File: src/rtl/ball_pkg.sv
// Shared types, constants and helpers for the ball trajectory engine.
// Positions and speeds are signed fixed point with MULT_SHIFT fraction bits.
package ball_pkg;

  localparam int MULT_SHIFT  = 6;
  localparam int LEVELS      = 4;
  localparam int LEVEL_W     = $clog2(LEVELS);
  localparam int PIX_W       = 11;
  localparam int SIZE_BASE   = 8;
  localparam int BOUNCE_BASE = 160;
  localparam int BOUNCE_STEP = 32;

  typedef enum logic [1:0] {
    IDLE,
    ACTIVE,
    POPPING
  } ball_state_t;

  typedef logic [LEVEL_W-1:0] level_t;
  typedef logic signed [31:0] pos_t;
  typedef logic [PIX_W-1:0]   pix_t;

  // Side length in pixels for a size level: each level doubles the side.
  function automatic pix_t ball_side(input level_t level);
    return pix_t'(SIZE_BASE << level);
  endfunction

  // Upward speed magnitude after a floor bounce; fixed per level so every bounce peaks at the same height.
  function automatic pos_t rebound(input level_t level);
    return pos_t'(BOUNCE_BASE + BOUNCE_STEP * int'(level));
  endfunction

  // Scaled position to pixel coordinate; anything left of / above the frame reads as 0.
  function automatic pix_t pos_to_pix(input pos_t pos);
    return pos[31] ? '0 : pix_t'(pos >>> MULT_SHIFT);
  endfunction

endpackage

File: src/rtl/ball_axis_integ.sv
// One axis of ball motion: position/speed register pair with per-frame integration
// and clamp-and-reflect against the 0 and max_pos borders.
// The high border always loads -rebound_speed; for X this is the constant horizontal
// speed, for Y it is the level-dependent floor rebound.
module ball_axis_integ
  import ball_pkg::*;
#(
  parameter bit POP_ON_LOW = 1'b0,
  parameter int ACCEL      = 0
) (
  input  logic clk,
  input  logic reset,
  input  logic load,
  input  logic run,
  input  logic frame,
  input  pos_t load_pos,
  input  pos_t load_speed,
  input  pos_t max_pos,
  input  pos_t rebound_speed,
  output pos_t pos,
  output logic pop_req
);

  pos_t pos_q, speed_q;
  pos_t pos_n, speed_n;
  logic at_low, at_high;

  assign at_low  = (pos_q <= 0) && (speed_q < 0);
  assign at_high = (pos_q >= max_pos) && (speed_q > 0);

  assign pos     = pos_q;
  assign pop_req = POP_ON_LOW && at_low;

  // Next position/speed: spawn load, then border reflection (which overrides the frame step), then integration.
  always_comb begin
    pos_n   = pos_q;
    speed_n = speed_q;
    if (load) begin
      pos_n   = load_pos;
      speed_n = load_speed;
    end else if (run) begin
      if (at_high) begin
        pos_n   = max_pos;
        speed_n = -rebound_speed;
      end else if (at_low) begin
        pos_n   = '0;
        speed_n = -speed_q;
      end else if (frame) begin
        pos_n   = pos_q + speed_q;
        speed_n = speed_q + pos_t'(ACCEL);
      end
    end
  end

  // Position and speed registers.
  always_ff @(posedge clk or posedge reset) begin
    if (reset) begin
      pos_q   <= '0;
      speed_q <= '0;
    end else begin
      pos_q   <= pos_n;
      speed_q <= speed_n;
    end
  end

endmodule

File: src/rtl/ball_kinematics_ctrl.sv
// Single-ball trajectory engine: spawn, gravity, wall/floor/ceiling bounce,
// hit handling with split request and a timed pop phase.
// Optional macro BALL_CEILING_POP_EN: touching the ceiling while moving up pops
// the ball (no split) instead of reflecting it.
module ball_kinematics_ctrl
  import ball_pkg::*;
#(
  parameter int FRAME_W    = 640,
  parameter int FRAME_H    = 480,
  parameter int GRAVITY    = 1,
  parameter int X_SPEED    = 64,
  parameter int POP_FRAMES = 8
) (
  input  logic         clk,
  input  logic         reset,
  input  logic         startOfFrame,
  input  logic         spawn,
  input  logic [10:0]  spawnX,
  input  logic [10:0]  spawnY,
  input  logic [1:0]   spawnLevel,
  input  logic         spawnDirLeft,
  input  logic         hit,
  output logic [10:0]  topLeftX,
  output logic [10:0]  topLeftY,
  output logic [10:0]  ballSize,
  output logic         active,
  output logic         popping,
  output logic         split,
  output logic [1:0]   splitLevel,
  output logic [10:0]  splitX,
  output logic [10:0]  splitY
);

  localparam int CNT_W = $clog2(POP_FRAMES);

`ifdef BALL_CEILING_POP_EN
  localparam bit CEIL_POP = 1'b1;
`else
  localparam bit CEIL_POP = 1'b0;
`endif

  ball_state_t state_q, state_n;
  level_t      level_q;
  logic [CNT_W-1:0] cnt_q;

  logic load, run, enter_pop, split_n;
  logic x_pop, y_pop, border_pop;
  pos_t x_pos, y_pos;
  pos_t x_max, y_max;
  pos_t x_load, y_load, x_load_speed;
  pix_t side, pix_x, pix_y;

  assign side = ball_side(level_q);
  assign x_max = pos_t'(FRAME_W - int'(side)) <<< MULT_SHIFT;
  assign y_max = pos_t'(FRAME_H - int'(side)) <<< MULT_SHIFT;

  assign x_load       = pos_t'({{(32-PIX_W){1'b0}}, spawnX}) <<< MULT_SHIFT;
  assign y_load       = pos_t'({{(32-PIX_W){1'b0}}, spawnY}) <<< MULT_SHIFT;
  assign x_load_speed = spawnDirLeft ? -pos_t'(X_SPEED) : pos_t'(X_SPEED);

  assign border_pop = (state_q == ACTIVE) && (x_pop || y_pop);

  ball_axis_integ #(
    .POP_ON_LOW (1'b0),
    .ACCEL      (0)
  ) u_axis_x (
    .clk           (clk),
    .reset         (reset),
    .load          (load),
    .run           (run),
    .frame         (startOfFrame),
    .load_pos      (x_load),
    .load_speed    (x_load_speed),
    .max_pos       (x_max),
    .rebound_speed (pos_t'(X_SPEED)),
    .pos           (x_pos),
    .pop_req       (x_pop)
  );

  ball_axis_integ #(
    .POP_ON_LOW (CEIL_POP),
    .ACCEL      (GRAVITY)
  ) u_axis_y (
    .clk           (clk),
    .reset         (reset),
    .load          (load),
    .run           (run),
    .frame         (startOfFrame),
    .load_pos      (y_load),
    .load_speed    ('0),
    .max_pos       (y_max),
    .rebound_speed (rebound(level_q)),
    .pos           (y_pos),
    .pop_req       (y_pop)
  );

  // Next-state and control: hit beats motion, spawn only from IDLE, pop phase timed by frames.
  always_comb begin
    state_n   = state_q;
    load      = 1'b0;
    run       = 1'b0;
    enter_pop = 1'b0;
    split_n   = 1'b0;
    case (state_q)
      IDLE: begin
        if (spawn) begin
          load    = 1'b1;
          state_n = ACTIVE;
        end
      end
      ACTIVE: begin
        if (hit) begin
          enter_pop = 1'b1;
          split_n   = (level_q != '0);
          state_n   = POPPING;
        end else if (border_pop) begin
          enter_pop = 1'b1;
          state_n   = POPPING;
        end else begin
          run = 1'b1;
        end
      end
      POPPING: begin
        if (startOfFrame && (cnt_q == '0)) begin
          state_n = IDLE;
        end
      end
      default: state_n = IDLE;
    endcase
  end

  // State register.
  always_ff @(posedge clk or posedge reset) begin
    if (reset) begin
      state_q <= IDLE;
    end else begin
      state_q <= state_n;
    end
  end

  // Size level captured at spawn.
  always_ff @(posedge clk or posedge reset) begin
    if (reset) begin
      level_q <= '0;
    end else if (load) begin
      level_q <= spawnLevel;
    end
  end

  // Pop frame counter: preset on entry, counts down once per frame while popping.
  always_ff @(posedge clk or posedge reset) begin
    if (reset) begin
      cnt_q <= '0;
    end else if (enter_pop) begin
      cnt_q <= CNT_W'(POP_FRAMES - 1);
    end else if ((state_q == POPPING) && startOfFrame && (cnt_q != '0)) begin
      cnt_q <= cnt_q - CNT_W'(1);
    end
  end

  // Split request: one-cycle pulse carrying the popped ball's position and the next smaller level.
  always_ff @(posedge clk or posedge reset) begin
    if (reset) begin
      split      <= 1'b0;
      splitLevel <= '0;
      splitX     <= '0;
      splitY     <= '0;
    end else begin
      split      <= split_n;
      splitLevel <= split_n ? (level_q - level_t'(1)) : '0;
      splitX     <= split_n ? pix_x : '0;
      splitY     <= split_n ? pix_y : '0;
    end
  end

  assign pix_x    = pos_to_pix(x_pos);
  assign pix_y    = pos_to_pix(y_pos);
  assign topLeftX = pix_x;
  assign topLeftY = pix_y;
  assign ballSize = (state_q == IDLE) ? '0 : side;
  assign active   = (state_q == ACTIVE);
  assign popping  = (state_q == POPPING);

endmodule
File: config.mk
export PLATFORM = sky130hd
export DESIGN_NAME = ball_kinematics_ctrl
export DESIGN_NICKNAME = d
export VERILOG_FILES = /design/src/rtl/ball_pkg.sv /design/src/rtl/ball_axis_integ.sv /design/src/rtl/ball_kinematics_ctrl.sv
export SDC_FILE = /design/constraint.sdc
export NUM_CORES = 1
export LEC_CHECK = 0
export ABC_AREA = 0
export CORE_AREA = 3 3 241 290
export CTS_CLUSTER_SIZE = 30
export DETAILED_ROUTE_END_ITERATION = 16
export DIE_AREA = 0 0 244 293
export PLACE_DENSITY = 0.44
export REMOVE_ABC_BUFFERS = 1
export SETUP_SLACK_MARGIN = 0.2
export SYNTH_ARGS = -nofsm -noshare
export SYNTH_HDL_FRONTEND = slang
export SYNTH_HIERARCHICAL = 1
export SYNTH_SLANG_ARGS = --single-unit
File: constraint.sdc
create_clock -name clk -period 4.5 [get_ports clk]
set_input_delay 0.9 -clock clk [delete_from_list [all_inputs] [get_ports clk]]
set_output_delay 0.9 -clock clk [all_outputs]
set_load 0.01 [all_outputs]
; Word level (Yosys, flattened, before mapping)
; Cells that the tools add are included.
[word_totals]
register_bits = 160
in_bits = 30
out_inout_bits = 60
elab_cells = 96
[op_classes]
add_sub_neg = 11
magnitude_cmp = 8
n_eq_ne = 5
n_shift = 1
mux = 40
reduce_logical = 20
[op_table]
columns = operator, n
row1 = 2-to-1 mux 32 bit, 20
row2 = adder 32 bit, 2
row3 = >= comparator 32 x 18 -> 1 bit, 2
row4 = "> comparator 32 x 1 -> 1 bit, second input constant", 2
row5 = "<= comparator 32 x 1 -> 1 bit, second input constant", 2
row6 = "< comparator 32 x 1 -> 1 bit, second input constant", 2
row7 = negator 32 bit, 2
row8 = 2-to-1 mux 11 bit, 5
row9 = "adder 32 x 2 -> 32 bit, second input constant", 1
row10 = negator 9 -> 32 bit, 1
row11 = "subtractor 10 x 11 -> 12 bit, first input constant", 1
row12 = "subtractor 9 x 11 -> 12 bit, first input constant", 1
row13 = "left shift 4 x 2 -> 11 bit, first input constant", 1
row14 = "adder 8 x 7 -> 9 bit, first input constant", 1
row15 = 2-to-1 mux 1 bit, 8
row16 = 2-to-1 mux 2 bit, 4
row17 = nonzero test 4 bit, 2
row18 = logical AND 1 bit, 7
row19 = 2-to-1 mux 3 bit, 2
row20 = case mux 2 bit (3 select lines), 1
row21 = AND reduction 2 bit, 3
row22 = nonzero test 2 bit, 3
row23 = nonzero test 3 bit, 2
row24 = "!= test 2 bit, second input constant", 2
row25 = other kinds (8), 8

; Depth between registers and ports, before layout
[depth]
depth_word = 7
depth_mapped = 19
mapped_depth_nobuf = 16

; Cells and area by module
; The synthesis kept the hierarchy.
[modules_own_cells]
columns = mod, n_inst, cells_each, area_each_um2, seq_area_each_um2
row1 = ball_axis_integ at u_axis_y, 1, 1055, 7778.7, 1601.5
row2 = ball_axis_integ at u_axis_x, 1, 960, 7364.6, 1601.5
row3 = ball_kinematics_ctrl, 1, 143, 1627.8, 800.8

; Worst setup path before layout
; Ideal clock, no wire load.
[synth_timing]
path_kind = reg2reg
start = reg level_q[0]
end = reg u_axis_x.speed_q[30]
setup_ps = 138
arrival_ps = 3625
required_time_ps = 4362
path_slack_ps = 737
path_stages_with_launch = 18
path_buffers = 3
synth_period_minus_slack_ps = 3763
path_cell_list = dfrtp_1 inv_1 ha_1 inv_1 ha_1 nor3b_1 inv_1 ha_1 nand4_1 or4_1 o2111ai_1 o211a_1 buf_6 clkbuf_1 clkbuf_1 nor3_1 a2111oi_0 a21oi_1
[synth_between]
elab_chain_len = 7
elab_cells_between_ends = 9
cone_classes = add/sub (1) / order compare (1) / shift (1) / mux (3) / reduce/logical (3)
[synth_rtl]
columns = item, line
row1 = "start, declared", ball_kinematics_ctrl.sv:43  ; level_t level_q;
row2 = "start signal, assigned", ball_kinematics_ctrl.sv:146  ; level_q <= spawnLevel;
row3 = left shift 4 x 2 -> 11 bit (*), ball_pkg.sv:25  ; return pix_t'(SIZE_BASE << level);
row4 = named net side[3], ball_kinematics_ctrl.sv:51  ; pix_t side, pix_x, pix_y;
row5 = subtractor 10 x 11 -> 12 bit (*), ball_kinematics_ctrl.sv:54  ; assign x_max = pos_t'(FRAME_W - int'(side)) <<< MULT_SHIFT;
row6 = named net x_max[13], ball_kinematics_ctrl.sv:49  ; pos_t x_max, y_max;
row7 = >= comparator 32 x 18 -> 1 bit (*), ball_axis_integ.sv:29  ; assign at_high = (pos_q >= max_pos) && (speed_q > 0);
row8 = logical AND 1 bit (*), ball_axis_integ.sv:29
row9 = 2-to-1 mux 32 bit, ball_axis_integ.sv:42  ; if (at_high) begin
row10 = 2-to-1 mux 32 bit, ball_axis_integ.sv:41  ; end else if (run) begin
row11 = 2-to-1 mux 32 bit, ball_axis_integ.sv:38  ; if (load) begin
row12 = "end signal, assigned", ball_axis_integ.sv:62  ; speed_q <= speed_n;
row13 = "end, declared", ball_axis_integ.sv:24  ; pos_t pos_q, speed_q;
; The timed path passes the listed nets; every way through them passes the cells marked *. The select of a mux whose other input is x is not followed.
; A chain may end at the register's enable or synchronous reset.

; Worst setup path in the final report
[layout_timing]
start = reg level_q[0]
end = reg u_axis_x.speed_q[13]
; Same word-level chain as after synthesis.

==> results.sh <==
export IMPL_outcome="completed"
export IMPL_area_growth_pct=23.6
export IMPL_r2r_start="level_q[0]"
export IMPL_p_per_area_nw_per_um2=717
export IMPL_cp_max_fo=58
export IMPL_clockBufferDepth=2
export IMPL_drtIter0Drc=923
export IMPL_swShare_pct=53.5
export IMPL_leakage_nw=8.85
export IMPL_ys_seq_elements=160
export IMPL_reg2reg_slack_ps=360
export IMPL_rows=104
export IMPL_layout_commonest_cell="conb_1"
export IMPL_insertion_delay_ps=500
export IMPL_clk_pin_slew_ps=70
export IMPL_setup_viol=0
export IMPL_period_needed_ps=4140
export IMPL_fin_crit_sh_pct=91.9
export IMPL_ant_nets=0
export IMPL_cp_arrival_ps=4480
export IMPL_grt_pass1_wl_mm=92.0
export IMPL_intPower_mw=6.91
export IMPL_die_y_um=293
export IMPL_cts_buffers=17
export IMPL_antenna_found_initial=1
export IMPL_grt_start_max_net_pins=101
export IMPL_die_w_um=244
export IMPL_drt_first_pass_iters=5
export IMPL_synth_edf_count=0
export IMPL_maxSlewViolCount=0
export IMPL_mostFrequentLayoutCells="conb_1, nand2_1, a21oi_1"
export IMPL_pwr_share_clk_pct=10.7
export IMPL_endpoint="u_axis_x/speed_q[13]"
export IMPL_drt_wl_total_mm=58.9
export IMPL_ys_warn_count=6
export IMPL_finalHoldViolations=0
export IMPL_p_switching_mw=7.96
export IMPL_combPwrFrac_pct=67.5
export IMPL_p_seq_share_pct=21.8
export IMPL_drive_gt1_share_pct=6.19
export IMPL_rsz0062_at_grt="true"
export IMPL_clkSinkCount=160
export IMPL_drv_cap=0
export IMPL_port_buffers=82
export IMPL_dieArea_sq_um=71500
export IMPL_syn_mean_instance_area_sq_um=7.77
export IMPL_setup_worst_path_end_class="flop"
export IMPL_critPathLaunchType="flop"
export IMPL_vias=16700
export IMPL_syn_cell_area_sq_um=16800
export IMPL_viasPerCell=4.80
export IMPL_worst_setup_path_type="reg2reg"
export IMPL_r2r_cells=15
export IMPL_worstPathRequired_ps=4850
export IMPL_globalplace_congestion=0.893
export IMPL_r2r_end="u_axis_x/speed_q[13]"
export IMPL_synthCells=2158
export IMPL_crit_start="level_q[0]"
export IMPL_dp_cells=3430
export IMPL_skew_ps=13.2
export IMPL_first_global_vias=15700
export IMPL_fmax_mhz=242
export IMPL_final_util_pct=30.9
export IMPL_cts_tree="yes"
export IMPL_grt_overflow_total=0
export IMPL_initial_core_util_pct=25.0
export IMPL_synth_cell_types=92
export IMPL_tns_ps=0
export IMPL_coreArea_sq_um=67100
export IMPL_synth_async_sr_flop_share_pct=100
export IMPL_ir_worst_vdd_v=0.000311
export IMPL_hp_start="level_q[0]"
export IMPL_holdWs_ps=518
export IMPL_ios=90
export IMPL_ys_seq_area_share_pct=23.9
export IMPL_htree_levels=4
export IMPL_grt_total_usage_pct=16.3
export IMPL_hold_class="reg2reg"
export IMPL_hpwl_mm=43.8
export IMPL_root_buffer="clkbuf_16"
export IMPL_fin_cells=3471
export IMPL_final_nets=2727
export IMPL_drc=0
export IMPL_ys_flop_type="dfrtp_1"
export IMPL_tightest_slew_ps=1190
export IMPL_wire_per_inst_um=17.0
export IMPL_slew_headroom_pct=20.7
## logic make-up after synthesis
logic type | count (synthesis) | share of synthesized area [%]
buf+inv | 254 | 6.42
flops | 160 | 23.9
other cells | 4 | 0.0895
simple gates | 792 | 24.8
fa+ha+maj | 141 | 10.6
compound gates | 631 | 24.8
xor+xnor | 150 | 7.83
mux | 26 | 1.57
## worst max-delay path: stages, from the launching register on
cell	delay, ps
dfrtp_2	450
inv_1	190
ha_1	200
inv_1	100
ha_1	410
inv_1	150
ha_1	340
nand4_1	150
or4_1	550
o2111ai_1	270
o211ai_1	180
buf_4	200
buf_12	190
and3_1	210
a2111oi_0	290
a21oi_1	70
## worst min path at each step
stage	end	slack [ps]	cells past startpoint
after floorplan	splitLevel[0]	500	1
after global placement	cnt_q[2]	520	2
after global routing	splitLevel[0]	540	1
after CTS	cnt_q[0]	560	2
final	splitLevel[0]	520	1
after detailed placement	cnt_q[0]	540	2
## synth_stat cells, drive strengths merged (5+ instances only)
library cell	instances	area (sq um)
xnor2	92	806
nor2	161	612
buf	45	290
a2111oi	18	158
inv	124	465
a31oi	23	144
a311oi	5	43.8
or4	18	158
a22oi	5	37.5
o31ai	54	410
or2	5	31.3
and4	7	61.3
and2	6	37.5
a21o	34	255
mux2i	23	230
nor2b	52	325
clkbuf	84	317
nor3	81	417
a21boi	6	45.0
a221oi	27	236
a22o	8	70.1
o311ai	18	165
nor4	42	284
o22ai	10	62.6
nand2b	23	151
nand4	37	231
ha	139	1740
o211ai	24	215
and3	23	145
nor4b	5	50.0
nand2	218	826
o21ai	144	724
o31a	6	52.6
o41ai	5	43.8
o21bai	13	97.6
nand3	48	253
a211oi	27	208
a21oi	161	817
dfrtp	160	4000
or3	23	144
o21a	14	105
nor3b	27	278
xor2	58	508
nand3b	7	65.1
## routing by layer
layer | routed length, um | part of all wire, % | GRT usage, %
met5 | 0 | 0 | 0
met1 | 28100 | 48 | 22.2
met2 | 26800 | 46 | 26.0
met3 | 2470 | 4.2 | 3.25
met4 | 1530 | 2.6 | 5.13
## area by class of cell
class	count	area, sq um
Multi-Input combinational cell	2113	13200
Clock buffer	19	453
Clock inverter	13	150
Timing Repair Buffer	139	1360
Fill cell	7288	46400
Inverter	125	478
Antenna cell	1	2.50
Sequential cell	160	4010
Tap cell	901	1130
## registers in the layout (all words and copies together), names as in the netlist
register	cells
u_axis_x/pos	32
u_axis_x/speed_q	32
u_axis_y/pos	32
u_axis_y/speed_q	32
splitX	11
splitY	11
cnt_q	3
level_q	2
splitLevel	2
state_q	2
split	1
## stage by stage
stage	area, sq um	worst slack [ps]	power [mW]
finish	20700	364	14.9
CTS	20600	213	14.8
global route	20700	151	16.2
floorplan	17500	-1990	9.88
detailed placement	20000	176	13.1
global placement	20000	337	13.0
## what timing repair did
| action | 4_1_cts | 5_1_grt |
|---|---|---|
| buffers inserted | 1 | 6 |
| pin swaps | 0 | 2 |
| gates resized for setup | 1 | 21 |
| hold endpoints to repair | 0 | 0 |
| endpoints found under the setup margin | 5 | 79 |
| cloned | 0 | 1 |
| hold buffers | 0 | 0 |
## power by group through the flow
stage               registers [mW]  clock network (mW)  logic [mW]
floorplan                     2.74                   0        7.14
global placement              3.25                   0        9.77
detailed placement            3.25                   0        9.86
CTS                           3.23                1.66        9.93
global route                  3.33                1.70        11.2
finish                        3.24                1.59        10.0
No activity file was read; power rests on OpenSTA's default activity.
